`src/rtl/key_entry_buffer_pkg.sv`:
```
// ============================================================================
// key_entry_buffer_pkg: key codes and one-hot FSM encodings for the keypad entry buffer.
// Revision 1.0
// ============================================================================
`default_nettype none

package key_entry_buffer_pkg;

    localparam logic [3:0] KEY_MAX_DIGIT = 4'h9;
    localparam logic [3:0] KEY_BKSP      = 4'hA;
    localparam logic [3:0] KEY_CLR       = 4'hB;
    localparam logic [3:0] KEY_ENT       = 4'hE;

    typedef enum logic [2:0] {
        ST_EDIT = 3'b001,
        ST_CONV = 3'b010,
        ST_HOLD = 3'b100
    } state_e;

endpackage

`default_nettype wire

```
`src/rtl/key_entry_buffer_if.sv`:
```
// ============================================================================
// key_entry_buffer_if: keypad input, live entry and committed-output bundle. KEY_ENTRY_BIN_EN adds out_bin.
// Revision 1.0
// ============================================================================
`default_nettype none

interface key_entry_buffer_if #(
    parameter int DIGITS = 4
`ifdef KEY_ENTRY_BIN_EN
    , parameter int BIN_W = 14
`endif
);
    localparam int CW = $clog2(DIGITS + 1);

    logic [3:0]          key_value;
    logic                key_valid;
    logic [4*DIGITS-1:0] entry_bcd;
    logic [CW-1:0]       entry_cnt;
    logic [4*DIGITS-1:0] out_bcd;
`ifdef KEY_ENTRY_BIN_EN
    logic [BIN_W-1:0]    out_bin;
`endif
    logic                out_valid;
    logic                out_ready;
    logic                key_err;

`ifdef KEY_ENTRY_BIN_EN
    modport slave (
        input  key_value, key_valid, out_ready,
        output entry_bcd, entry_cnt, out_bcd, out_bin, out_valid, key_err
    );
    modport master (
        output key_value, key_valid, out_ready,
        input  entry_bcd, entry_cnt, out_bcd, out_bin, out_valid, key_err
    );
`else
    modport slave (
        input  key_value, key_valid, out_ready,
        output entry_bcd, entry_cnt, out_bcd, out_valid, key_err
    );
    modport master (
        output key_value, key_valid, out_ready,
        input  entry_bcd, entry_cnt, out_bcd, out_valid, key_err
    );
`endif

endinterface

`default_nettype wire

```
`src/rtl/key_entry_buffer_bcd_to_bin.sv`:
```
// ============================================================================
// bcd_to_bin_seq: sequential BCD-to-binary, one digit per cycle, MS digit first (bin = bin*10 + digit).
// Revision 1.0
// ============================================================================
`default_nettype none

module bcd_to_bin_seq
    import key_entry_buffer_pkg::*;
#(
    parameter int DIGITS = 4,
    parameter int BIN_W  = 14
) (
    input  wire logic                clk,
    input  wire logic                reset_n,
    input  wire logic                start_i,
    input  wire logic [4*DIGITS-1:0] bcd_i,
    output logic                     busy_o,
    output logic [BIN_W-1:0]         bin_o
);
    localparam int W  = 4 * DIGITS;
    localparam int CW = $clog2(DIGITS + 1);

    logic [W-1:0]     shift_q, shift_d;
    logic [CW-1:0]    left_q, left_d;
    logic [BIN_W-1:0] bin_q, bin_d;
    logic             busy_q, busy_d;

    function automatic logic [BIN_W-1:0] mac10(input logic [BIN_W-1:0] acc, input logic [3:0] dig);
        return acc * BIN_W'(10) + BIN_W'(dig);
    endfunction

    // The start cycle already folds in the MS digit, so busy spans exactly DIGITS-1 cycles.
    always_comb begin
        shift_d = shift_q;
        left_d  = left_q;
        bin_d   = bin_q;
        busy_d  = busy_q;
        if (start_i) begin
            bin_d   = BIN_W'(bcd_i[W-1 -: 4]);
            shift_d = bcd_i << 4;
            left_d  = CW'(DIGITS - 1);
            busy_d  = (DIGITS > 1);
        end else if (busy_q) begin
            bin_d   = mac10(bin_q, shift_q[W-1 -: 4]);
            shift_d = shift_q << 4;
            left_d  = left_q - CW'(1);
            busy_d  = (left_q != CW'(1));
        end
    end

    always_ff @(posedge clk or negedge reset_n) begin
        if (!reset_n) begin
            shift_q <= '0;
            left_q  <= '0;
            bin_q   <= '0;
            busy_q  <= 1'b0;
        end else begin
            shift_q <= shift_d;
            left_q  <= left_d;
            bin_q   <= bin_d;
            busy_q  <= busy_d;
        end
    end

    assign busy_o = busy_q;
    assign bin_o  = bin_q;

endmodule

`default_nettype wire

```
`src/rtl/key_entry_buffer.sv`:
```
// ============================================================================
// key_entry_buffer: keypad presses edit a BCD entry; ENTER commits it under valid/ready.
// KEY_ENTRY_BIN_EN adds a sequential binary conversion (CONV state) and out_bin. Revision 1.0
// ============================================================================
`default_nettype none

module key_entry_buffer
    import key_entry_buffer_pkg::*;
#(
    parameter int DIGITS = 4
`ifdef KEY_ENTRY_BIN_EN
    , parameter int BIN_W = 14
`endif
) (
    input wire logic          clk,
    input wire logic          reset_n,
    key_entry_buffer_if.slave bus
);
    localparam int              W       = 4 * DIGITS;
    localparam int              CW      = $clog2(DIGITS + 1);
    localparam logic [CW-1:0]   CNT_MAX = CW'(DIGITS);

    state_e          state_q, state_d;
    logic            key_valid_q;
    logic            armed_q;
    logic [W-1:0]    entry_q, entry_d;
    logic [CW-1:0]   cnt_q, cnt_d;
    logic [W-1:0]    out_bcd_q, out_bcd_d;
    logic            key_err_q, key_err_d;
    logic            press;
    logic            enter_ok;
`ifdef KEY_ENTRY_BIN_EN
    logic            conv_busy;
`endif

    // armed_q blocks a key already held when reset releases until it has been let go.
    assign press = bus.key_valid & ~key_valid_q & armed_q;

    always_comb begin
        entry_d   = entry_q;
        cnt_d     = cnt_q;
        out_bcd_d = out_bcd_q;
        key_err_d = 1'b0;
        enter_ok  = 1'b0;
        if (press) begin
            if (bus.key_value <= KEY_MAX_DIGIT) begin
                if (cnt_q < CNT_MAX) begin
                    entry_d = (entry_q << 4) | W'(bus.key_value);
                    cnt_d   = cnt_q + CW'(1);
                end else begin
                    key_err_d = 1'b1;
                end
            end else begin
                case (bus.key_value)
                    KEY_BKSP: begin
                        if (cnt_q != '0) begin
                            entry_d = entry_q >> 4;
                            cnt_d   = cnt_q - CW'(1);
                        end else begin
                            key_err_d = 1'b1;
                        end
                    end
                    KEY_CLR: begin
                        entry_d = '0;
                        cnt_d   = '0;
                    end
                    KEY_ENT: begin
                        if (state_q == ST_EDIT && cnt_q != '0) begin
                            enter_ok  = 1'b1;
                            out_bcd_d = entry_q;
                            entry_d   = '0;
                            cnt_d     = '0;
                        end else begin
                            key_err_d = 1'b1;
                        end
                    end
                    default: key_err_d = 1'b1;
                endcase
            end
        end
    end

    always_comb begin
        state_d = state_q;
        case (state_q)
            ST_EDIT: begin
                if (enter_ok) begin
`ifdef KEY_ENTRY_BIN_EN
                    state_d = ST_CONV;
`else
                    state_d = ST_HOLD;
`endif
                end
            end
`ifdef KEY_ENTRY_BIN_EN
            ST_CONV: if (!conv_busy) state_d = ST_HOLD;
`endif
            ST_HOLD: if (bus.out_ready) state_d = ST_EDIT;
            default: state_d = ST_EDIT;
        endcase
    end

    always_ff @(posedge clk or negedge reset_n) begin
        if (!reset_n) begin
            state_q     <= ST_EDIT;
            key_valid_q <= 1'b0;
            armed_q     <= 1'b0;
            entry_q     <= '0;
            cnt_q       <= '0;
            out_bcd_q   <= '0;
            key_err_q   <= 1'b0;
        end else begin
            state_q     <= state_d;
            key_valid_q <= bus.key_valid;
            armed_q     <= armed_q | ~bus.key_valid;
            entry_q     <= entry_d;
            cnt_q       <= cnt_d;
            out_bcd_q   <= out_bcd_d;
            key_err_q   <= key_err_d;
        end
    end

`ifdef KEY_ENTRY_BIN_EN
    bcd_to_bin_seq #(
        .DIGITS (DIGITS),
        .BIN_W  (BIN_W)
    ) u_bcd_to_bin (
        .clk     (clk),
        .reset_n (reset_n),
        .start_i (enter_ok),
        .bcd_i   (entry_q),
        .busy_o  (conv_busy),
        .bin_o   (bus.out_bin)
    );
`endif

    assign bus.entry_bcd = entry_q;
    assign bus.entry_cnt = cnt_q;
    assign bus.out_bcd   = out_bcd_q;
    assign bus.out_valid = (state_q == ST_HOLD);
    assign bus.key_err   = key_err_q;

endmodule

`default_nettype wire
```
`src/flat_wrapper.sv`:
```
// flat-port wrapper written by rule: the top's interface ports become plain ports
module key_entry_buffer_flat import key_entry_buffer_pkg::*;
#(
    parameter int DIGITS = 4

)
  (clk, reset_n, bus_key_value, bus_key_valid, bus_out_ready, bus_entry_bcd, bus_entry_cnt, bus_out_bcd, bus_out_valid, bus_key_err);
  key_entry_buffer_if #(.DIGITS(DIGITS)) bus_i ();
  input wire logic clk;
  input wire logic reset_n;
  input wire logic [$bits(bus_i.key_value)-1:0] bus_key_value;
  input wire logic [$bits(bus_i.key_valid)-1:0] bus_key_valid;
  input wire logic [$bits(bus_i.out_ready)-1:0] bus_out_ready;
  output wire logic [$bits(bus_i.entry_bcd)-1:0] bus_entry_bcd;
  output wire logic [$bits(bus_i.entry_cnt)-1:0] bus_entry_cnt;
  output wire logic [$bits(bus_i.out_bcd)-1:0] bus_out_bcd;
  output wire logic [$bits(bus_i.out_valid)-1:0] bus_out_valid;
  output wire logic [$bits(bus_i.key_err)-1:0] bus_key_err;
  assign bus_i.key_value = bus_key_value;
  assign bus_i.key_valid = bus_key_valid;
  assign bus_i.out_ready = bus_out_ready;
  assign bus_entry_bcd = bus_i.entry_bcd;
  assign bus_entry_cnt = bus_i.entry_cnt;
  assign bus_out_bcd = bus_i.out_bcd;
  assign bus_out_valid = bus_i.out_valid;
  assign bus_key_err = bus_i.key_err;
  key_entry_buffer #(.DIGITS(DIGITS)) u_core (.clk(clk), .reset_n(reset_n), .bus(bus_i));
endmodule
```
`config.mk`:
```
export PLATFORM = sky130hd
export DESIGN_NAME = key_entry_buffer_flat
export DESIGN_NICKNAME = d
export VERILOG_FILES = /design/src/rtl/key_entry_buffer_pkg.sv /design/src/rtl/key_entry_buffer_if.sv /design/src/rtl/key_entry_buffer_bcd_to_bin.sv /design/src/rtl/key_entry_buffer.sv /design/src/flat_wrapper.sv
export SDC_FILE = /design/constraint.sdc
export NUM_CORES = 1
export LEC_CHECK = 0
export ABC_CLOCK_PERIOD_IN_PS = 1900
export BUFFER_PORTS_ARGS = -buffer_cell sky130_fd_sc_hd__buf_2
export CELL_PAD_IN_SITES_DETAIL_PLACEMENT = 1
export CELL_PAD_IN_SITES_GLOBAL_PLACEMENT = 2
export CORE_MARGIN = 2
export CORE_UTILIZATION = 30
export DETAILED_ROUTE_END_ITERATION = 12
export GPL_ROUTABILITY_DRIVEN = 0
export PLACE_DENSITY = 0.86
export SLEW_MARGIN = 10
export SYNTH_ARGS = -nofsm -noshare
export SYNTH_HDL_FRONTEND = slang
export SYNTH_SLANG_ARGS = --single-unit
```
`constraint.sdc`:
```
create_clock -name clk -period 1.9 [get_ports clk]
set_clock_uncertainty 0.15 [all_clocks]
set_input_delay 0.19 -clock clk [delete_from_list [all_inputs] [get_ports clk]]
set_output_delay 0.19 -clock clk [all_outputs]
set_load 0.03 [all_outputs]
```
==> results of run 1 <==
-- worst max-delay path: stages (launching register included) --
cell and delay (ps):
dfrtp_2 400, inv_2 60, ha_4 150, nor2b_4 130, a21o_1 200, a211oi_4 290
buf_6 170, clkbuf_16 150, nor2_2 30, a21oi_1 100
-- through the flow --
| step | std cells | worst slack, ps | instance area (um^2) | TNS (ps) |
|---|---|---|---|---|
| after floorplan | 159 | -82.0 | 1850 | -1760 |
| after global placement | 282 | 76.6 | 2220 | 0 |
| after detailed placement | 282 | 37.0 | 2220 | 0 |
| after CTS | 292 | 16.8 | 2350 | 0 |
| after global routing | 297 | -76.5 | 2450 | -146 |
| final | 297 | 8.53 | 2450 | 0 |
-- metal layers --
metal	vias up	share of wire, %
met5	-	0
met4	0	1.3
met3	7	3.8
met2	30	50
met1	730	45
li1	670	-
-- cells by family after synthesis --
kind of cell	count (synthesis)	share of synthesized area (%)
xor gates and xnor gates	1	0.486
DFF	40	55.5
buffers and inverters	17	4.44
muxes	18	11.1
AOI/OAI and AO/OA	42	14.4
adders and majority gates	3	2.08
and+or+nand+nor	38	11.9
-- worst paths after layout --
path                                                end  slack, ps  depth (start not counted)
worst max-delay path            u_core.bus.entry_bcd[5]          9                          9
worst min-delay path                  u_core.state_q[0]        120                          4
worst max register to register  u_core.bus.entry_bcd[5]          9                          9
worst min register to register           u_core.armed_q        330                          1
max in group asynchronous             u_core.state_q[0]       1100                          3
min in group asynchronous            u_core.bus.key_err        250                          3
-- final cells by class --
cell class | count | area, um^2 | share of cell area, %
Clock inverter | 2 | 35.0 | 1.43
Timing Repair Buffer | 63 | 433 | 17.7
Inverter | 9 | 33.8 | 1.38
Clock buffer | 6 | 72.6 | 2.96
Tap cell | 75 | 93.8 | 3.83
Sequential cell | 40 | 1000 | 41.0
Multi-Input combinational cell | 102 | 778 | 31.8
-- state kept, by name (all words and copies together), names as in the netlist --
name                  count
u_core.bus.out_bcd       16
u_core.bus.entry_cnt      3
u_core.armed_q            1
u_core.bus.entry_bcd     16
u_core.bus.key_err        1
u_core.key_valid_q        1
u_core.state_q            2
-- synth_stat cells, drive strengths merged, types with 3 or more instances --
library cell   n
buf            6
nand3          5
ha             3
a21oi         18
inv            9
nor2          13
nor2b          8
o21ai          9
a22oi          9
nand2          6
dfrtp         39
mux2          16
-- report_power, final --
part / total [mW] / switching, mW / internal (mW)
registers: 1.55 / 0.340 / 1.21
clock network: 0.687 / 0.297 / 0.390
logic: 1.94 / 1.23 / 0.711
total: 4.18 / 1.87 / 2.31
-- repair_timing --
item | 4_1_cts | 5_1_grt
setup endpoints to repair | 0 | 17
endpoints found under the hold margin | 42 | 0
hold buffers | 2 | 0
setup buffers | 0 | 2
resized for setup | 0 | 10
==> impl_results.md, run 1 <==
* Critical path launch point: u_core.bus.entry_cnt[1]
* Number of vias in the routed layout at 1437
* Routed WL at 4.68 mm
* EDFF count, synth at 0
* Total power at 4.18 mW
* CTS root buf: clkbuf_8
* Routing usage on met1 at 17.5%
* I/O Buffers at between 40 and 50
* Max Cap Violations at 0
* Final Cycle Share at 99.6%
* Syn nets at 170
* Fill cells at around 670
* Worst slew margin at approximately two thirds
* Setup violators final at 0
* Die X-Extent at roughly 80 um
* Pwr dens at 1700 mW/mm^2
* Die Y at about 82 um
* CTS Buf Count at 5
* Core Box Area at 0.00585 mm^2
* Leading cell type in the layout, fill and taps excluded: buf_2
* R2r startpoint: u_core.bus.entry_cnt[1]
* Final design utilization at between 40% and 50%
* CP Data Required Time at 1980 ps
* Critical path endpoint category: flip-flop
* Gate count after technology mapping at 159
* Hold WS at 117 ps
* CP Class: reg2reg
* Detailed Routing Iterations Pass 1 at 4
* Iteration-0 DRC Markers at 65
* Seq/Total Area, Yosys at 55.5%
* IO Count at 45
* CP startpoint kind: flip-flop
* RSZ-0062 raised after global routing: yes
* Largest net degree at the start of global routing at between 40 and 50
* Final HPWL DP at 3.12 mm
* Layout net count at 232
* Async S/R FF share, synth at 100%
* Synth top area cells: dfrtp_1 (54%), mux2_2 (10%), a21oi_1 (5.0%)
* Starting Density at 30.8%
* M3 GR Usage at 3.52%
* All-layer global routing usage at 14.5%
* Reg clk slew, reported paths at roughly 80 ps
* Crit path arrival time at approximately 2000 ps
* TritonCTS clock tree: done
* Hold Path Class: in2reg
* GR Layer Usage met2 at 25.3%
* Synth area leader: dfrtp_1
* Most frequent cells in the layout: buf_2 (44), dfrtp_1 (37), a21oi_1 (15), mux2_2 (11), nor2_1 (11)
* Cell Rows at 28
* Cell Area, Synth at 0.00180 mm^2
* Synth Register Bits at 40
* Total gr overflow at 0
* Vias in the first global route at 1501
* Grt peak-use layer: met2
* First-pass GRT wire length at 7.25 mm
* Max clock buf depth at 2
* Die area at 0.00665 mm^2
* Detailed-route DRC error count at 0
* Worst-skew pair later-pin latency at 290 ps
* Average size of a mapped cell at roughly 11 um^2
* P_leak at 1.15 nW
* ANT cells at 0
* Min-delay src: bus_out_ready
* Unique masters post-synth at 31
* Post-synth top area share at 54.1%
* Remaining antenna violation count at 0
* Vias per inst at 4.84
* Area Overhead vs Synth at 35.9%
* Outcome: finished, final reports clean
* CP max FO at 5
* Post-route minimum period at 1890 ps
* Measured slew at the worst slew-check pin at 473 ps
* Maximum vdd ir drop at roughly 0.0008 V
* Top FF cell, synth: dfrtp_1
* Slew Limit Fails at 0
* Final Hold Vio Count at 0
* Synth warnings at 0
* H-tree depth at 2
* Top achievable clock speed at 0.529 GHz
* DR WL/cell at 15.8 um
* Clk sinks at 40
* Share of cells above drive strength 1 at 45.9%
* Initial antenna violation count at 0
No activity file was read; power rests on OpenSTA's default activity.
==> run 2: changes to the inputs <==
Settings changed: RECOVER_POWER set to 50.
==> run 2 against run 1 <==
  * Critical path depth did not move
  * Combinational power barely moved
  * Critical endpoint unchanged
  * Sequential power is essentially flat
  * Non-clock buffer count unchanged
  * Register-to-register slack about the same
==> impl_results.md, run 2 (synthesis results as in run 1) <==
* Min-Delay Endpoint: u_core.state_q[0]
* Initial antenna violation count at 0
* DR WL/cell at 15.7 um
* Worst slew margin at between 30% and 40%
* Leading cell type in the layout, fill and taps excluded: dfrtp_1
* R2r startpoint: u_core.bus.entry_cnt[1]
* Measured slew at the worst slew-check pin at 987 ps
* Switch share at 45.1%
* CTS root buf: clkbuf_8
* R2R Setup Slk at 8 ps
* Outcome: finished, final reports clean
* Final WS setup at 7.76 ps
* First-pass GRT wire length at approximately 7.2 mm
* P_leak at 1.11 nW
* TritonCTS clock tree: done
* Cell Rows at 28
* Final Cycle Share at 99.6%
* Slew Limit Fails at 0
* H-tree depth at 2
* Worst-skew pair later-pin latency at 290 ps
* Vias per inst at 4.84
* Final design utilization at around 41%
* Core Box Area at 0.00585 mm^2
* Max Cap Violations at 0
* Cell depth of the worst flop-to-flop path at 9
* Pwr dens at 1710 mW/mm^2
* CP startpoint kind: flip-flop
* Iteration-0 DRC Markers at 65
* Top achievable clock speed at between 0.5 and 0.6 GHz
* Area Overhead vs Synth at 34.3%
* Min-delay src: bus_out_ready
* CP Class: reg2reg
* Number of vias in the routed layout at between 1000 and 1500
* CP Data Required Time at slightly below 2000 ps
* Largest net degree at the start of global routing at 41
* Vias in the first global route at 1501
* Critical path endpoint category: flip-flop
* All-layer global routing usage at 14.5%
* Reg clk slew, reported paths at 80 ps
* Reg2reg end: u_core.bus.entry_bcd[5]
* Int Pwr at 2.28 mW
* Total gr overflow at 0
* Detailed-route DRC error count at 0
* Starting Density at 30.8%
* CTS Buf Count at 5
* I/O Buffers at 44
* Crit path arrival time at 1970 ps
* Die X-Extent at 81.6 um
* Clk sinks at 40
* Die area at ~0.0067 mm^2
* Most frequent cells in the layout: dfrtp_1 (37), buf_2 (34), a21oi_1 (15)
* Max clock buf depth at 2
* Comb pwr share at 46.1%
* Post-route minimum period at 1890 ps
* Maximum vdd ir drop at 0.000797 V
* Sw Pwr at 1.87 mW
* Seq pwr share at ~37%
* Clock power frac at 16.5%
* Routed WL at around 4.7 mm
* CP max FO at 5
* Remaining antenna violation count at 0
* Layout net count at approximately 230
* Die Y at approximately 80 um
* Total power at 4.15 mW
* Hold Path Class: in2reg
* ANT cells at 0
* Dpl ws at 37.0 ps
* Share of cells above drive strength 1 at 41.4%
* Final HPWL DP at 3.12 mm
* RSZ-0062 raised after global routing: yes
* Final Hold Vio Count at 0
* IO Count at 45
* Detailed Routing Iterations Pass 1 at 4
* Setup violators final at 0
* Hold depth at 4
-- run 2: layout make-up --
type / count / area [um^2]
inverter: 9 / 33.8
timing repair buffer: 63 / 405
sequential: 40 / 1000
clock inverter: 2 / 35.0
tap: 75 / 93.8
fill: 677 / 3430
clock buffer: 6 / 72.6
multi-input combinational: 102 / 778
-- run 2: power groups by stage --
stage / clock network (mW) / registers (mW) / logic, mW
global placement: 0 / 1.54 / 1.81
floorplan: 0 / 2.20 / 0.609
finish: 0.687 / 1.55 / 1.92
CTS: 0.713 / 1.56 / 1.87
detailed placement: 0 / 1.57 / 1.86
global route: 0.743 / 1.61 / 2.07
-- run 2: per-stage QoR --
step	hold slack, ps	cell area [um^2]	std cells	TNS, ps
floorplan	-256	1850	159	-1760
global placement	31.8	2220	282	0
detailed placement	32.6	2220	282	0
CTS	104	2350	292	0
global route	150	2420	297	-146
finish	117	2420	297	0
-- run 2: critical path, cell delays in order, from the launching register on --
cell       delay, ps
dfrtp_2          400
inv_2             60
ha_4             150
nor2b_4          130
a21o_1           200
a211oi_4         290
buf_6            170
clkbuf_16        150
nor2_2            30
a21oi_1          100
-- run 2: layer usage --
metal / global-route usage (%) / vias up / routed length, um
li1: - / 671 / -
met3: 3.52 / 7 / 167
met5: 0 / - / 0
met2: 25.3 / 30 / 2360
met4: 5.08 / 0 / 63
met1: 17.5 / 728 / 2070
-- run 2: worst max-delay path by stage --
stage,endpoint,cells past startpoint,start,slack [ps]
3_5_place_dp,u_core.bus.entry_cnt[2],8,u_core.bus.entry_cnt[1],40
6_report,u_core.bus.entry_bcd[5],9,u_core.bus.entry_cnt[1],8
3_3_place_gp,u_core.bus.entry_cnt[2],8,u_core.bus.entry_cnt[1],80
5_1_grt,u_core.bus.entry_cnt[2],8,u_core.bus.entry_cnt[1],-80
4_1_cts,u_core.bus.entry_cnt[2],8,u_core.bus.entry_cnt[1],20
2_1_floorplan,u_core.bus.entry_bcd[7],8,u_core.bus.entry_cnt[1],-80
-- run 2: what timing repair did --
action | in CTS | in global routing
gates resized for setup | 0 | 10
buffers inserted | 0 | 2
setup endpoints to repair | 0 | 17
endpoints found under the hold margin | 42 | 0
hold buffers | 2 | 0
